`config.mk`:
```
export PLATFORM = sky130hd
export DESIGN_NAME = alu_seq_unit_flat
export DESIGN_NICKNAME = d
export VERILOG_FILES = /design/src/rtl/alu_seq_if.sv /design/src/rtl/alu_seq_unit.sv /design/src/flat_wrapper.sv
export SDC_FILE = /design/constraint.sdc
export NUM_CORES = 1
export LEC_CHECK = 0
export CORE_MARGIN = 1
export CORE_UTILIZATION = 47
export DETAILED_ROUTE_END_ITERATION = 8
export GPL_TIMING_DRIVEN = 1
export PLACE_DENSITY = 0.66
export SLEW_MARGIN = 0
export SYNTH_ARGS = -nofsm -noshare
export SYNTH_HDL_FRONTEND = slang
export SYNTH_SLANG_ARGS = --single-unit
```
`constraint.sdc`:
```
create_clock -name clk_i -period 9.3 [get_ports clk_i]
set_input_delay 2.325 -clock clk_i [delete_from_list [all_inputs] [get_ports clk_i]]
set_output_delay 2.325 -clock clk_i [all_outputs]
set_load 0.1 [all_outputs]
```
`src/rtl/alu_seq_if.sv`:
```
// Operation/result bundle for the sequential EX-stage ALU.
// The master drives operations and sees results; the slave is the ALU itself.
interface alu_seq_if #(
    parameter int WIDTH = 32
);
    logic             flush_i;
    logic             valid_i;
    logic             ready_o;
    logic [2:0]       ALUCtrl_i;
    logic [WIDTH-1:0] data1_i;
    logic [WIDTH-1:0] data2_i;
    logic             valid_o;
    logic [WIDTH-1:0] data_o;
    logic [WIDTH-1:0] hi_o;
    logic             Zero_o;
    logic             err_o;

    modport master (
        output flush_i,
        output valid_i,
        output ALUCtrl_i,
        output data1_i,
        output data2_i,
        input  ready_o,
        input  valid_o,
        input  data_o,
        input  hi_o,
        input  Zero_o,
        input  err_o
    );

    modport slave (
        input  flush_i,
        input  valid_i,
        input  ALUCtrl_i,
        input  data1_i,
        input  data2_i,
        output ready_o,
        output valid_o,
        output data_o,
        output hi_o,
        output Zero_o,
        output err_o
    );
endinterface

```
`src/rtl/alu_seq_unit.sv`:
```
// Registered WIDTH-bit ALU: single-cycle logic/arith ops plus an
// iterative shift-add unsigned multiply producing a 2*WIDTH-bit product.
module alu_seq_unit #(
    parameter int WIDTH = 32
) (
    input  logic      clk_i,
    input  logic      rst_i,
    alu_seq_if.slave  bus
);
    localparam int CW = (WIDTH > 1) ? $clog2(WIDTH) : 1;

    localparam logic [2:0] OP_AND = 3'b000;
    localparam logic [2:0] OP_OR  = 3'b001;
    localparam logic [2:0] OP_ADD = 3'b010;
    localparam logic [2:0] OP_XOR = 3'b011;
    localparam logic [2:0] OP_MUL = 3'b100;
    localparam logic [2:0] OP_SUB = 3'b110;
    localparam logic [2:0] OP_SLT = 3'b111;

    typedef enum logic [1:0] {
        S_IDLE,
        S_MULT,
        S_DONE
    } state_e;

    state_e             state_q;
    logic [CW-1:0]      cnt_q;
    logic [2*WIDTH-1:0] acc_q;
    logic [2*WIDTH-1:0] mcand_q;
    logic [WIDTH-1:0]   mplier_q;
    logic [WIDTH-1:0]   data_q;
    logic [WIDTH-1:0]   hi_q;
    logic               valid_q;
    logic               zero_q;
    logic               err_q;

    logic [WIDTH-1:0]   res_d;
    logic               res_err_d;
    logic               slt_d;
    logic [2*WIDTH-1:0] step_d;

    assign slt_d = $signed(bus.data1_i) < $signed(bus.data2_i);

    always_comb begin
        res_d     = '0;
        res_err_d = 1'b0;
        unique case (bus.ALUCtrl_i)
            OP_AND:  res_d = bus.data1_i & bus.data2_i;
            OP_OR:   res_d = bus.data1_i | bus.data2_i;
            OP_ADD:  res_d = bus.data1_i + bus.data2_i;
            OP_XOR:  res_d = bus.data1_i ^ bus.data2_i;
            OP_SUB:  res_d = bus.data1_i - bus.data2_i;
            OP_SLT:  res_d = {{(WIDTH-1){1'b0}}, slt_d};
            OP_MUL:  res_d = '0;
            default: res_err_d = 1'b1;
        endcase
    end

    // One shift-add step: add the shifted multiplicand when multiplier bit 0 is set
    assign step_d = acc_q + (mplier_q[0] ? mcand_q : '0);

    always_ff @(posedge clk_i or posedge rst_i) begin
        if (rst_i) begin
            state_q  <= S_IDLE;
            cnt_q    <= '0;
            acc_q    <= '0;
            mcand_q  <= '0;
            mplier_q <= '0;
            data_q   <= '0;
            hi_q     <= '0;
            valid_q  <= 1'b0;
            zero_q   <= 1'b1;
            err_q    <= 1'b0;
        end else begin
            valid_q <= 1'b0;
            if (bus.flush_i) begin
                state_q <= S_IDLE;
            end else begin
                unique case (state_q)
                    S_IDLE: begin
                        if (bus.valid_i) begin
                            if (bus.ALUCtrl_i == OP_MUL) begin
                                state_q  <= S_MULT;
                                acc_q    <= '0;
                                mcand_q  <= {{WIDTH{1'b0}}, bus.data1_i};
                                mplier_q <= bus.data2_i;
                                cnt_q    <= CW'(WIDTH - 1);
                            end else begin
                                state_q <= S_DONE;
                                valid_q <= 1'b1;
                                data_q  <= res_d;
                                hi_q    <= '0;
                                zero_q  <= (res_d == '0);
                                err_q   <= res_err_d;
                            end
                        end
                    end
                    S_MULT: begin
                        acc_q    <= step_d;
                        mcand_q  <= mcand_q << 1;
                        mplier_q <= mplier_q >> 1;
                        if (cnt_q == '0) begin
                            state_q         <= S_DONE;
                            valid_q         <= 1'b1;
                            {hi_q, data_q}  <= step_d;
                            zero_q          <= (step_d == '0);
                            err_q           <= 1'b0;
                        end else begin
                            cnt_q <= cnt_q - 1'b1;
                        end
                    end
                    S_DONE: state_q <= S_IDLE;
                    default: state_q <= S_IDLE;
                endcase
            end
        end
    end

    assign bus.ready_o = (state_q == S_IDLE);
    assign bus.valid_o = valid_q;
    assign bus.data_o  = data_q;
    assign bus.hi_o    = hi_q;
    assign bus.Zero_o  = zero_q;
    assign bus.err_o   = err_q;

endmodule

```
`src/flat_wrapper.sv`:
```
// flat-port wrapper written by rule: the top's interface ports become plain ports
module alu_seq_unit_flat 
#(
    parameter int WIDTH = 32
)
  (clk_i, rst_i, bus_flush_i, bus_valid_i, bus_ALUCtrl_i, bus_data1_i, bus_data2_i, bus_ready_o, bus_valid_o, bus_data_o, bus_hi_o, bus_Zero_o, bus_err_o);
  alu_seq_if #(.WIDTH(WIDTH)) bus_i ();
  input  logic clk_i;
  input  logic rst_i;
  input wire logic [$bits(bus_i.flush_i)-1:0] bus_flush_i;
  input wire logic [$bits(bus_i.valid_i)-1:0] bus_valid_i;
  input wire logic [$bits(bus_i.ALUCtrl_i)-1:0] bus_ALUCtrl_i;
  input wire logic [$bits(bus_i.data1_i)-1:0] bus_data1_i;
  input wire logic [$bits(bus_i.data2_i)-1:0] bus_data2_i;
  output wire logic [$bits(bus_i.ready_o)-1:0] bus_ready_o;
  output wire logic [$bits(bus_i.valid_o)-1:0] bus_valid_o;
  output wire logic [$bits(bus_i.data_o)-1:0] bus_data_o;
  output wire logic [$bits(bus_i.hi_o)-1:0] bus_hi_o;
  output wire logic [$bits(bus_i.Zero_o)-1:0] bus_Zero_o;
  output wire logic [$bits(bus_i.err_o)-1:0] bus_err_o;
  assign bus_i.flush_i = bus_flush_i;
  assign bus_i.valid_i = bus_valid_i;
  assign bus_i.ALUCtrl_i = bus_ALUCtrl_i;
  assign bus_i.data1_i = bus_data1_i;
  assign bus_i.data2_i = bus_data2_i;
  assign bus_ready_o = bus_i.ready_o;
  assign bus_valid_o = bus_i.valid_o;
  assign bus_data_o = bus_i.data_o;
  assign bus_hi_o = bus_i.hi_o;
  assign bus_Zero_o = bus_i.Zero_o;
  assign bus_err_o = bus_i.err_o;
  alu_seq_unit #(.WIDTH(WIDTH)) u_core (.clk_i(clk_i), .rst_i(rst_i), .bus(bus_i));
endmodule
```
After elaboration in Yosys (flattened, before gate mapping)
Cells that the tools add are included.

word-level totals
  flip-flop bits (word level) = 234
  output and inout bits = 68

cells by class
  equality and inequality tests = 14
  bitwise logic cells = 4
  magnitude comparators = 1
  muxes and demuxes = 42
  reduce and logical (&&, ||, !) cells = 11
  add/subtract/negate cells = 4

operator list
  kind                                            count
  two-way mux 64 bit                              5
  two-way mux 32 bit                              8
  case mux 64 bit (2 select lines)                2
  case mux 32 bit (2 select lines)                3
  case mux 32 bit (6 select lines)                1
  adder 64 bit                                    1
  zero test 64 bit                                1
  adder 32 bit                                    1
  bitwise AND 32 bit                              1
  zero test 32 bit                                1
  less-than comparator 32 bit                     1
  OR 32 bit                                       1
  subtractor 32 bit                               1
  bitwise XOR 32 bit                              1
  two-way mux 5 bit                               3
  two-way mux 1 bit                               11
  case mux 5 bit (2 select lines)                 1
  AND reduction 5 bit                             2
  == test 3 bit (second input constant)           3
  two-way mux 2 bit                               4
  == test 3 x 2 -> 1 bit (second input constant)  2
  inequality test 2 bit (second input constant)   3
  case mux 1 bit (2 select lines)                 3
  OR reduction 6 bit                              1
  14 further kinds                                15

Logic depth before layout (Yosys ltp)
Gate-level depths: netlist of run 1.

  depth in word-level cells = 6
  depth in mapped cells = 17
  gate-level depth less buffers = 16

Worst setup path after synthesis of run 1
Ideal clock, no wire load.

  path kind = input to register
  start point = in bus_data1_i[0]
  end point = reg u_core.zero_q (netlist: u_core.bus.Zero_o)
  path slack = 3492 ps
  required time = 9203 ps
  cell stages on the path = 16
  arrival time = 5710 ps
  cell sequence = inv_1 > ha_1 > inv_1 > fa_1 > nor2b_1 > o31ai_4 > o221ai_2 > a2111oi_4 > a41oi_2 > or4b_1 > or3_1 > nor4_1 > nand4_1 > nor4_2 > nand4_1 > o41ai_2

on the way
  word-level cells in the longest chain between the ends = 6
  elaborated cells between the ends (all ways) = 11
  classes of those cells = add/sub (2); order compare (1); mux (4); bitwise (3); reduce/logical (1)

RTL lines
  element                                          line                 RTL
  start: declaration                               flat_wrapper.sv:13   input wire logic [$bits(bus_i.data1_i)-1:0] bus_data1_i;
  subtractor 32 bit, or another cell as far along  alu_seq_unit.sv:52   OP_SUB: res_d = bus.data1_i - bus.data2_i;
  case mux 32 bit (6 select lines) *               alu_seq_unit.sv:47   unique case (bus.ALUCtrl_i)
  zero test 32 bit *                               alu_seq_unit.sv:93   zero_q <= (res_d == '0);
  two-way mux 1 bit *                              alu_seq_unit.sv:82   if (bus.ALUCtrl_i == OP_MUL) begin
  two-way mux 1 bit *                              alu_seq_unit.sv:81   if (bus.valid_i) begin
  case mux 1 bit (2 select lines) *                alu_seq_unit.sv:79   unique case (state_q)
  end signal: assignment                           alu_seq_unit.sv:93
  end signal: assignment                           alu_seq_unit.sv:106  zero_q <= (step_d == '0);
  end: declaration                                 alu_seq_unit.sv:34   logic zero_q;

Every way passes the cells marked *; elsewhere a longest branch is shown, timed or not. The select of a mux whose other input is x is not followed.
A chain may end at the register's enable or synchronous reset.

Final worst setup path of run 1
  start point = in bus_data2_i[0]
  end point = reg u_core.zero_q (netlist: u_core.bus.Zero_o)

on the way
  word-level cells in the longest chain between the ends = 6
  elaborated cells between the ends (all ways) = 11
  classes of those cells = add/sub (2); order compare (1); mux (4); bitwise (3); reduce/logical (1)

RTL lines
  element                                          line                RTL
  start: declaration                               flat_wrapper.sv:14  input wire logic [$bits(bus_i.data2_i)-1:0] bus_data2_i;
  subtractor 32 bit, or another cell as far along  alu_seq_unit.sv:52
  case mux 32 bit (6 select lines) *               alu_seq_unit.sv:47
  zero test 32 bit *                               alu_seq_unit.sv:93
  two-way mux 1 bit *                              alu_seq_unit.sv:82
  two-way mux 1 bit *                              alu_seq_unit.sv:81
  case mux 1 bit (2 select lines) *                alu_seq_unit.sv:79

Marks and branches as above.

==> key figures, run 1 <==
Global routing
  • Total gr overflow: 0
  • Number of global-route vias before repair: approximately 19000
  • Initial antenna violation count: 0
  • Largest net degree at the start of global routing: 201
  • Total track usage: 0.313
  • First-pass GRT wire length: 107000 um

Yosys
  • Complex-gate fraction of the synthesized area: 0.270
  • Post-synthesis simple-gate area fraction: 0.225
  • Area leader, netlist: dfrtp_1
  • Syn nets: 2841
  • Synth Instances: 2603
  • Unique masters post-synth: 92
  • Mean Syn Cell Area: between 7 and 8 um2
  • Post-Synth XOR/XNOR Area: 0.0314
  • Synth area leaders: dfrtp_1, ha_1, nand2_1
  • Most frequent cells after synthesis: nand2_1, o21ai_0, a21oi_1
  • Post-Synth Adder-Cell Area: 0.107
  • Area share of the largest cell type after synthesis: 0.295
  • Fraction of registers with async set/reset: 1.00
  • Main synth FF type: dfrtp_1
  • Post-synth EDFFs: 0
  • Mux cell area share after synthesis: 0.0151
  • Main combinational cell family by area after synthesis: compound AO/OA/AOI/OAI gates
  • Most instantiated library cell after synthesis: nand2_1
  • Yosys reg bits: between 200 and 250
  • Sequential area share after synthesis: 0.296
  • Count of warnings emitted by yosys: 0
  • Cell Area, Synth: 0.0198 mm2

Drt
  • DR WL/cell: 21.5 um
  • Metal2 WL: 30200 um
  • Final wirelength: around 68000 um
  • Routed vias: 19500
  • 1st-iter DRT viols: 1674
  • DRC: 0
  • Vias/cell: 6.11
  • Met3 wire len: 3530 um
  • Antenna viol nets, final: 0
  • Met1 WL: 32200 um
  • TritonRoute pass-1 iters: 6
  • Highest routed metal layer: met4

Timing
  • Final Hold Viols: 0
  • Final setup TNS: 0 ns
  • Fin crit period: roughly 7.0 ns
  • Period utilisation layout: 0.757
  • Tightest Pin Transition: between 1 and 1.5 ns
  • Normalized max-slew margin: 0.306
  • Unrepaired setup endpoints after global routing: false
  • Max Fclk: 142 MHz
  • Pins Over Slew Limit: 0
  • Setup Viol. Count Final: 0
  • Skew final: 0.0144 ns

Clock network
  • Post-CTS Setup Bufs: 0
  • CTS max path bufs: 3
  • CTS tree: built
  • Cts hold-fix bufs: 0
  • Total CTS buffers: 30
  • Worst-Skew Late Latency: 0.59 ns
  • Num Clock Sinks: between 200 and 250
  • H-tree levels: 1
  • Clk pin slew, worst setup/hold paths: 0.06 ns
  • Clk root buf: clkbuf_16
  • Post-CTS Resized: 0

Job
  • Max-Cap Viols: 0

Outcome
  • Outcome: finished, final reports clean

Worst setup path
  • Critical Path RT: 9.79 ns
  • Startpoint types: input port
  • Crit-path max FO: 4
  • Worst Path Arrival: 7.53 ns
  • Crit Path Category: input port to register
  • Worst Setup End Kind: register

Layout
  • Non-filler cells, final: 3184
  • Synth-to-layout area growth: 13.4%
  • Finished Cell Area: roughly 0.022 mm2
  • Fill cells: 4013
  • Nets: ~2900
  • Proportion of layout cells with a drive suffix above 1: 0.0475

Place
  • Gp weighted congestion: 0.992
  • DP Area: 0.0214 mm2
  • # port buffers: 138
  • DPL Wire Length: around 51000 um
  • Placed insts: 3127

Floorplanning
  • Core Rows: 74
  • Die W: just over 200 um
  • Initial Util: 0.480
  • Die height: 207 um
  • CORE AREA: between 0.04 and 0.05 mm2
  • DIE AREA: 0.0429 mm2
  • Io pins: 139

Hold path
  • Hold Crit Class: register to register

Pwr
  • PwrDens: 162 mW/mm2
  • P_leak: around 10 nW
  • Maximum VDD drop: around 0.16 mV
==> worst max-delay path, stage by stage <==
cell,delay [ns]
clkdlybuf4s50_1,0.53
ha_1,0.18
inv_1,0.06
fa_1,0.41
nor2b_1,0.21
o311ai_0,0.51
a31oi_1,0.26
o2111ai_1,0.51
a21oi_1,0.28
o211a_1,0.26
a211oi_1,0.72
and3_1,0.31
nand4_1,0.17
nor4_2,0.27
nand4_1,0.14
o41ai_2,0.38
==> layer usage <==
metal | global-route usage | up-vias
met2 | 0.492 | 672
li1 | - | 9310
met1 | 0.451 | 9349
met4 | 0.110 | 0
met3 | 0.0276 | 121
met5 | 0 | -
==> state kept, by name (all words and copies together), names as in the netlist <==
name                cells
u_core.acc_q           64
u_core.mplier_q        32
u_core.mcand_q         64
u_core.bus.valid_o      1
u_core.bus.data_o      32
u_core.state_q          2
u_core.bus.hi_o        32
u_core.bus.Zero_o       1
u_core.cnt_q            5
u_core.bus.err_o        1
==> final cells by class <==
| cell class | count | area [um2] | share of cell area |
|---|---|---|---|
| Antenna cell | 1 | 2.50 | 0.000111 |
| Clock buffer | 40 | 848 | 0.0378 |
| Clock inverter | 16 | 196 | 0.00875 |
| Inverter | 118 | 450 | 0.0201 |
| Multi-Input combinational cell | 2083 | 12900 | 0.573 |
| Sequential cell | 234 | 5860 | 0.261 |
| Tap cell | 532 | 666 | 0.0297 |
| Timing Repair Buffer | 160 | 1560 | 0.0696 |
==> metrics by stage <==
| stage | hold slack [ns] | total power, mW | worst slack [ns] | util |
|---|---|---|---|---|
| floorplan | 0.439 | 2.04 | 0.559 | - |
| global placement | 0.453 | 2.38 | 1.90 | 0.519 |
| detailed placement | 0.469 | 2.40 | 1.83 | 0.519 |
| CTS | 0.483 | 3.64 | 2.40 | 0.545 |
| global route | 0.491 | 3.78 | 2.12 | 0.545 |
| finish | 0.477 | 3.63 | 2.26 | 0.545 |
==> layout by cell type, fill, tap and decap left out, types with 9 or more instances in the layout <==
cell             instances
a211oi_1                28
a21o_1                  42
a21oi_1                240
a221oi_1                11
a22o_1                  24
a22oi_1                 16
a31oi_1                 20
and2_1                  68
and3_1                  15
buf_4                   20
clkbuf_16               30
clkdlybuf4s50_1        136
dfrtp_1                233
ha_1                   164
inv_1                  117
mux2i_1                 22
nand2_1                393
nand2b_1                19
nand3_1                 67
nand4_1                 27
nor2_1                 220
nor2b_1                 16
nor3_1                  50
nor4_1                  15
o211ai_1                31
o21ai_0                267
o21bai_1                25
o22ai_1                  9
o31ai_1                 24
or2_2                   14
or3_1                   17
xnor2_1                 45
xor2_1                  26
==> report_power, final <==
group	total, mW	internal [mW]	switching, mW
logic	1.15	0.344	0.810
registers	1.24	1.14	0.0943
clock network	1.23	0.728	0.506
==> cell families after synthesis <==
family,after synthesis
and+or+nand+nor,967
xor gates and xnor gates,71
adders and majority gates,167
buffers and inverters,286
muxes,29
DFF,234
AOI/OAI and AO/OA,849
==> worst paths after layout <==
kind | start | to | slack (ns) | depth (start not counted)
worst max-delay path | bus_data2_i[0] | u_core.bus.Zero_o | 2.26 | 16
worst min-delay path | u_core.bus.hi_o[11] | u_core.bus.hi_o[11] | 0.48 | 2
worst max register to register | u_core.mplier_q[0] | u_core.bus.Zero_o | 3.93 | 15
worst min register to register | u_core.bus.hi_o[11] | u_core.bus.hi_o[11] | 0.48 | 2
max in group asynchronous | rst_i | u_core.acc_q[11] | 5.84 | 3
min in group asynchronous | rst_i | u_core.mcand_q[36] | 2.24 | 2
No activity file was read; power rests on OpenSTA's default activity.
==> inputs of run 2 (changes only) <==
Clock period 9.3 ns to 6.75 ns, I/O delays scaled along.
==> key figures, run 2 (synthesis gave the netlist of run 1 again) <==
Floorplanning
  • Initial Util: 0.480
  • Die W: 207 um
  • CORE AREA: 0.0412 mm2
  • Core Rows: 74
  • DIE AREA: 0.0429 mm2
  • Die height: 207 um
  • Io pins: 139

Layout
  • Multi-input logic area: 0.0129 mm2
  • Proportion of layout cells with a drive suffix above 1: 0.0504
  • Sequential Area: 0.00586 mm2
  • Biggest registers after layout: u_core.acc_q: 64 flops, u_core.mcand_q: 64 flops
  • Finished Cell Area: 0.0225 mm2
  • Synth-to-layout area growth: 13.6%
  • Final core utilization: 0.546
  • Fill cells: 3955
  • Commonest non-fill, non-tap cells in the layout: nand2_1, o21ai_0, a21oi_1
  • Most common library cell in the layout ignoring fill and taps: nand2_1
  • Nets: approximately 2900

Global routing
  • First-pass GRT wire length: about 110000 um
  • Largest net degree at the start of global routing: 201
  • Total track usage: 0.312
  • Total gr overflow: 0
  • Number of global-route vias before repair: 18300
  • Initial antenna violation count: 1

Timing
  • Skew final: 0.0115 ns
  • Unrepaired setup endpoints after global routing: false
  • Pins Over Slew Limit: 0
  • Final setup TNS: 0 ns
  • Final Hold Viols: 0
  • Setup Viol. Count Final: 0
  • Tightest Pin Transition: ~1.1 ns
  • Normalized max-slew margin: 0.273
  • Max Fclk: between 150 and 200 MHz
  • Fin crit period: 5.97 ns
  • Period utilisation layout: 0.884

Place
  • # port buffers: 138
  • DPL Wire Length: 51500 um
  • DP Area: roughly 0.021 mm2
  • Gp weighted congestion: 0.998

Drt
  • DR WL/cell: 21.3 um
  • Antenna viol nets, final: 0
  • Final wirelength: 68100 um
  • Vias/cell: 6.03
  • DRC: 0
  • 1st-iter DRT viols: 1622
  • Routed vias: 19200
  • TritonRoute pass-1 iters: 8

Worst setup path
  • CP peak stage delay: around 0.6 ns
  • Crit-path max FO: 4
  • Worst Setup End Kind: register
  • Startpoint types: input port
  • Critical Path RT: 7.23 ns
  • Top delay family on crit path: compound AO/OA/AOI/OAI gates
  • Worst Path Arrival: 6.45 ns
  • WP buf/inv: 3
  • Crit Path Category: input port to register
  • Slowest CP cell: a211oi_1
  • Crit path cell chain: clkdlybuf4s50_1, inv_1, ha_1, inv_1, fa_1, nor2b_1, o311ai_0, a31oi_1, o2111ai_1, a21oi_1, o211a_1, a211oi_1, and3_1, nand4_1, nor4_2, nand4_1, o41ai_2

Clock network
  • Total CTS buffers: 29
  • Worst-Skew Late Latency: 0.58 ns
  • CTS max path bufs: 3
  • Post-CTS Setup Bufs: 0
  • Clk root buf: clkbuf_16
  • Cts hold-fix bufs: 0
  • CTS tree: built
  • Post-CTS Resized: 0
  • H-tree levels: 1
  • Clk pin slew, worst setup/hold paths: 0.06 ns
  • Num Clock Sinks: approximately 230

Job
  • Max-Cap Viols: 0

Pwr
  • Overall Power: 4.92 mW
  • P_leak: about 10 nW
  • PwrDens: 219 mW/mm2
  • Maximum VDD drop: about 0.24 mV

Outcome
  • Outcome: finished, final reports clean

Hold path
  • Hold Crit Class: register to register
[run 2: stage by stage]
| step | std cells | hold WS [ns] | setup WS [ns] |
|---|---|---|---|
| global route | 3191 | 0.485 | 0.401 |
| floorplan | 2603 | 0.439 | 1.58 |
| finish | 3192 | 0.470 | 0.783 |
| CTS | 3191 | 0.471 | 0.947 |
| detailed placement | 3139 | 0.457 | 0.388 |
| global placement | 3139 | 0.453 | 0.392 |
[run 2: final cells by class]
class	instances	share of cell area
clock buffers	37	0.0358
multi-input cells	2083	0.572
diodes	1	0.000111
repair buffers	172	0.0740
inverters	118	0.0199
well taps	532	0.0296
flip-flops and latches	234	0.261
clock inverters	15	0.00790
[run 2: worst paths after layout]
| check | start | to | slack (ns) | depth (start not counted) |
|---|---|---|---|---|
| max reg2reg | u_core.mplier_q[0] | u_core.bus.Zero_o | 1.50 | 15 |
| min | u_core.mcand_q[63] | u_core.mcand_q[63] | 0.47 | 2 |
| max | bus_data1_i[0] | u_core.bus.Zero_o | 0.78 | 17 |
| min reg2reg | u_core.mcand_q[63] | u_core.mcand_q[63] | 0.47 | 2 |
| max in group asynchronous | rst_i | u_core.bus.hi_o[15] | 4.13 | 3 |
| min in group asynchronous | rst_i | u_core.mplier_q[25] | 1.44 | 2 |
[run 2: report_power, final]
part           total (mW)  switching (mW)  internal [mW]
Combinational        1.60            1.12          0.480
Sequential           1.70           0.121           1.58
Clock                1.62           0.663          0.958
[run 2: routing by layer]
layer / vias to the layer above / global-route usage / part of all wire
li1: 9312 / - / -
met4: 0 / 0.131 / 0.044
met2: 687 / 0.477 / 0.44
met3: 128 / 0.0494 / 0.068
met5: - / 0 / 0
met1: 9120 / 0.438 / 0.45
[run 2: worst reg2reg max path, cell delays in order (launching register included)]
cell	delay, ns
dfrtp_1	0.39
buf_4	0.30
and2_1	0.27
ha_1	0.43
nand4_1	0.28
nor4_1	0.47
o2111ai_1	0.35
a211oi_1	0.45
or3_1	0.21
a21oi_1	0.17
xnor2_1	0.20
or4_1	0.53
nor4bb_1	0.40
and4_1	0.24
a41oi_1	0.32
o41ai_2	0.14
==> inputs of run 3 (changes only) <==
Clock period 6.75 ns to 6.7 ns, I/O delays scaled along.
==> key figures, run 3 (synthesis gave the netlist of run 1 again) <==
Outcome
  • Outcome: finished, final reports clean

Pwr
  • P_leak: 10.3 nW
  • Maximum VDD drop: 0.280 mV
  • PwrDens: 223 mW/mm2

Drt
  • DRC: 0
  • Vias/cell: 6.12
  • DR WL/cell: 21.8 um
  • Final wirelength: 69600 um
  • TritonRoute pass-1 iters: 5
  • Routed vias: about 20000
  • Antenna viol nets, final: 0
  • 1st-iter DRT viols: 1564

Timing
  • Period utilisation layout: 0.858
  • Final Hold Viols: 0
  • Pins Over Slew Limit: 0
  • Final setup TNS: 0 ns
  • Unrepaired setup endpoints after global routing: false
  • Normalized max-slew margin: 0.248
  • Fin crit period: 5.75 ns
  • Max Fclk: 174 MHz
  • Tightest Pin Transition: 1.13 ns
  • Setup Viol. Count Final: 0
  • Skew final: 0.0261 ns

Clock network
  • Post-CTS Resized: 0
  • H-tree levels: 1
  • CTS max path bufs: 3
  • Clk root buf: clkbuf_16
  • CTS tree: built
  • Worst-Skew Late Latency: 0.59 ns
  • Clk pin slew, worst setup/hold paths: 0.06 ns
  • Post-CTS Setup Bufs: 0
  • Cts hold-fix bufs: 0
  • Total CTS buffers: 29
  • Num Clock Sinks: 234

Place
  • DP Area: roughly 0.022 mm2
  • Gp weighted congestion: 0.977
  • DPL Wire Length: 52200 um
  • # port buffers: 138
  • Placed insts: 3143

Floorplanning
  • Initial Util: 0.480
  • CORE AREA: 0.0412 mm2
  • Die W: just over 200 um
  • Io pins: 139
  • Die height: slightly above 200 um
  • DIE AREA: 0.0429 mm2
  • Core Rows: 74

Worst setup path
  • Crit-path max FO: 5
  • Critical Path RT: 7.18 ns
  • Worst R2R Start: u_core.mplier_q[0]
  • Worst Setup End Kind: register
  • Startpoint types: input port
  • Crit Path Category: input port to register
  • Worst Path Arrival: 6.23 ns
  • Worst Setup SP: bus_data1_i[1]

Hold path
  • Hold Crit Start: u_core.bus.hi_o[8]
  • Hold Crit Class: register to register

Global routing
  • Number of global-route vias before repair: 19300
  • Total track usage: 0.322
  • Total gr overflow: 0
  • Largest net degree at the start of global routing: 201
  • First-pass GRT wire length: 110000 um
  • Initial antenna violation count: 1

Layout
  • Proportion of layout cells with a drive suffix above 1: 0.0503
  • Synth-to-layout area growth: 13.9%
  • Commonest non-fill, non-tap cells in the layout: nand2_1, o21ai_0, a21oi_1
  • Finished Cell Area: 0.0225 mm2
  • Number of diodes: 0
  • Biggest registers after layout: u_core.acc_q: 64 flops, u_core.mcand_q: 64 flops
  • Nets: 2880
  • Most common library cell in the layout ignoring fill and taps: nand2_1
  • Non-filler cells, final: 3196

Job
  • Max-Cap Viols: 0
==> run 3: cell types whose count changed in the layout (fill, tap and decap cells not counted), sizes merged <==
cell      before  now
buf           36   40
clkinvlp       3    4
diode          1    0
bufinv         3    4
clkbuf        37   43
clkinv         8    1
==> run 3: metal layers <==
metal / track usage / share of wire / vias to the layer above
met1: 0.442 / 0.46 / 9503
met5: 0 / 0 / -
met4: 0.126 / 0.040 / 0
met3: 0.0340 / 0.053 / 129
li1: - / - / 9324
met2: 0.519 / 0.45 / 611
==> run 3: where the power goes <==
part / switching (mW) / internal (mW) / total (mW) / leakage (nW)
sequential: 0.125 / 1.59 / 1.71 / 3.12
clock: 0.664 / 1.02 / 1.68 / 0.480
combinational: 1.14 / 0.488 / 1.62 / 6.74
==> run 3: through the flow <==
step | power [mW] | worst slack, ns | hold WS, ns | utilization
after floorplan | 2.83 | 1.54 | 0.439 | -
after global placement | 3.32 | 0.511 | 0.456 | 0.523
after detailed placement | 3.34 | 0.432 | 0.467 | 0.523
after CTS | 5.04 | 1.04 | 0.480 | 0.547
after global routing | 5.24 | 0.751 | 0.498 | 0.547
final | 5.02 | 0.953 | 0.477 | 0.547
==> run 3: cell type report <==
cell class / instances / area [um2]
fill: 4022 / 18700
multi-input combinational: 2083 / 12900
sequential: 234 / 5860
timing repair buffer: 176 / 1710
clock buffer: 43 / 838
tap: 532 / 666
inverter: 118 / 447
clock inverter: 10 / 169
==> run 3: worst paths after layout <==
| path | end | slack, ns | depth (start not counted) |
|---|---|---|---|
| setup / recovery | u_core.bus.Zero_o | 0.95 | 16 |
| hold / removal | u_core.bus.hi_o[8] | 0.48 | 2 |
| setup reg to reg | u_core.bus.Zero_o | 1.15 | 15 |
| hold reg to reg | u_core.bus.hi_o[8] | 0.48 | 2 |
| max in group asynchronous | u_core.mcand_q[46] | 3.70 | 3 |
| min in group asynchronous | u_core.bus.data_o[16] | 1.66 | 2 |
==> run 3: critical path, cell delays in order <==
cell and delay [ns]:
clkdlybuf4s50_1 0.58, inv_1 0.13, ha_1 0.33, or2_1 0.27
a221oi_1 0.37, buf_4 0.20, nand4_1 0.09, nand3_1 0.26
a31oi_1 0.29, o31a_1 0.40, nor2b_1 0.21, o41ai_1 0.12
a221o_1 0.33, a221oi_1 0.42, nand2_1 0.19, o41ai_2 0.36
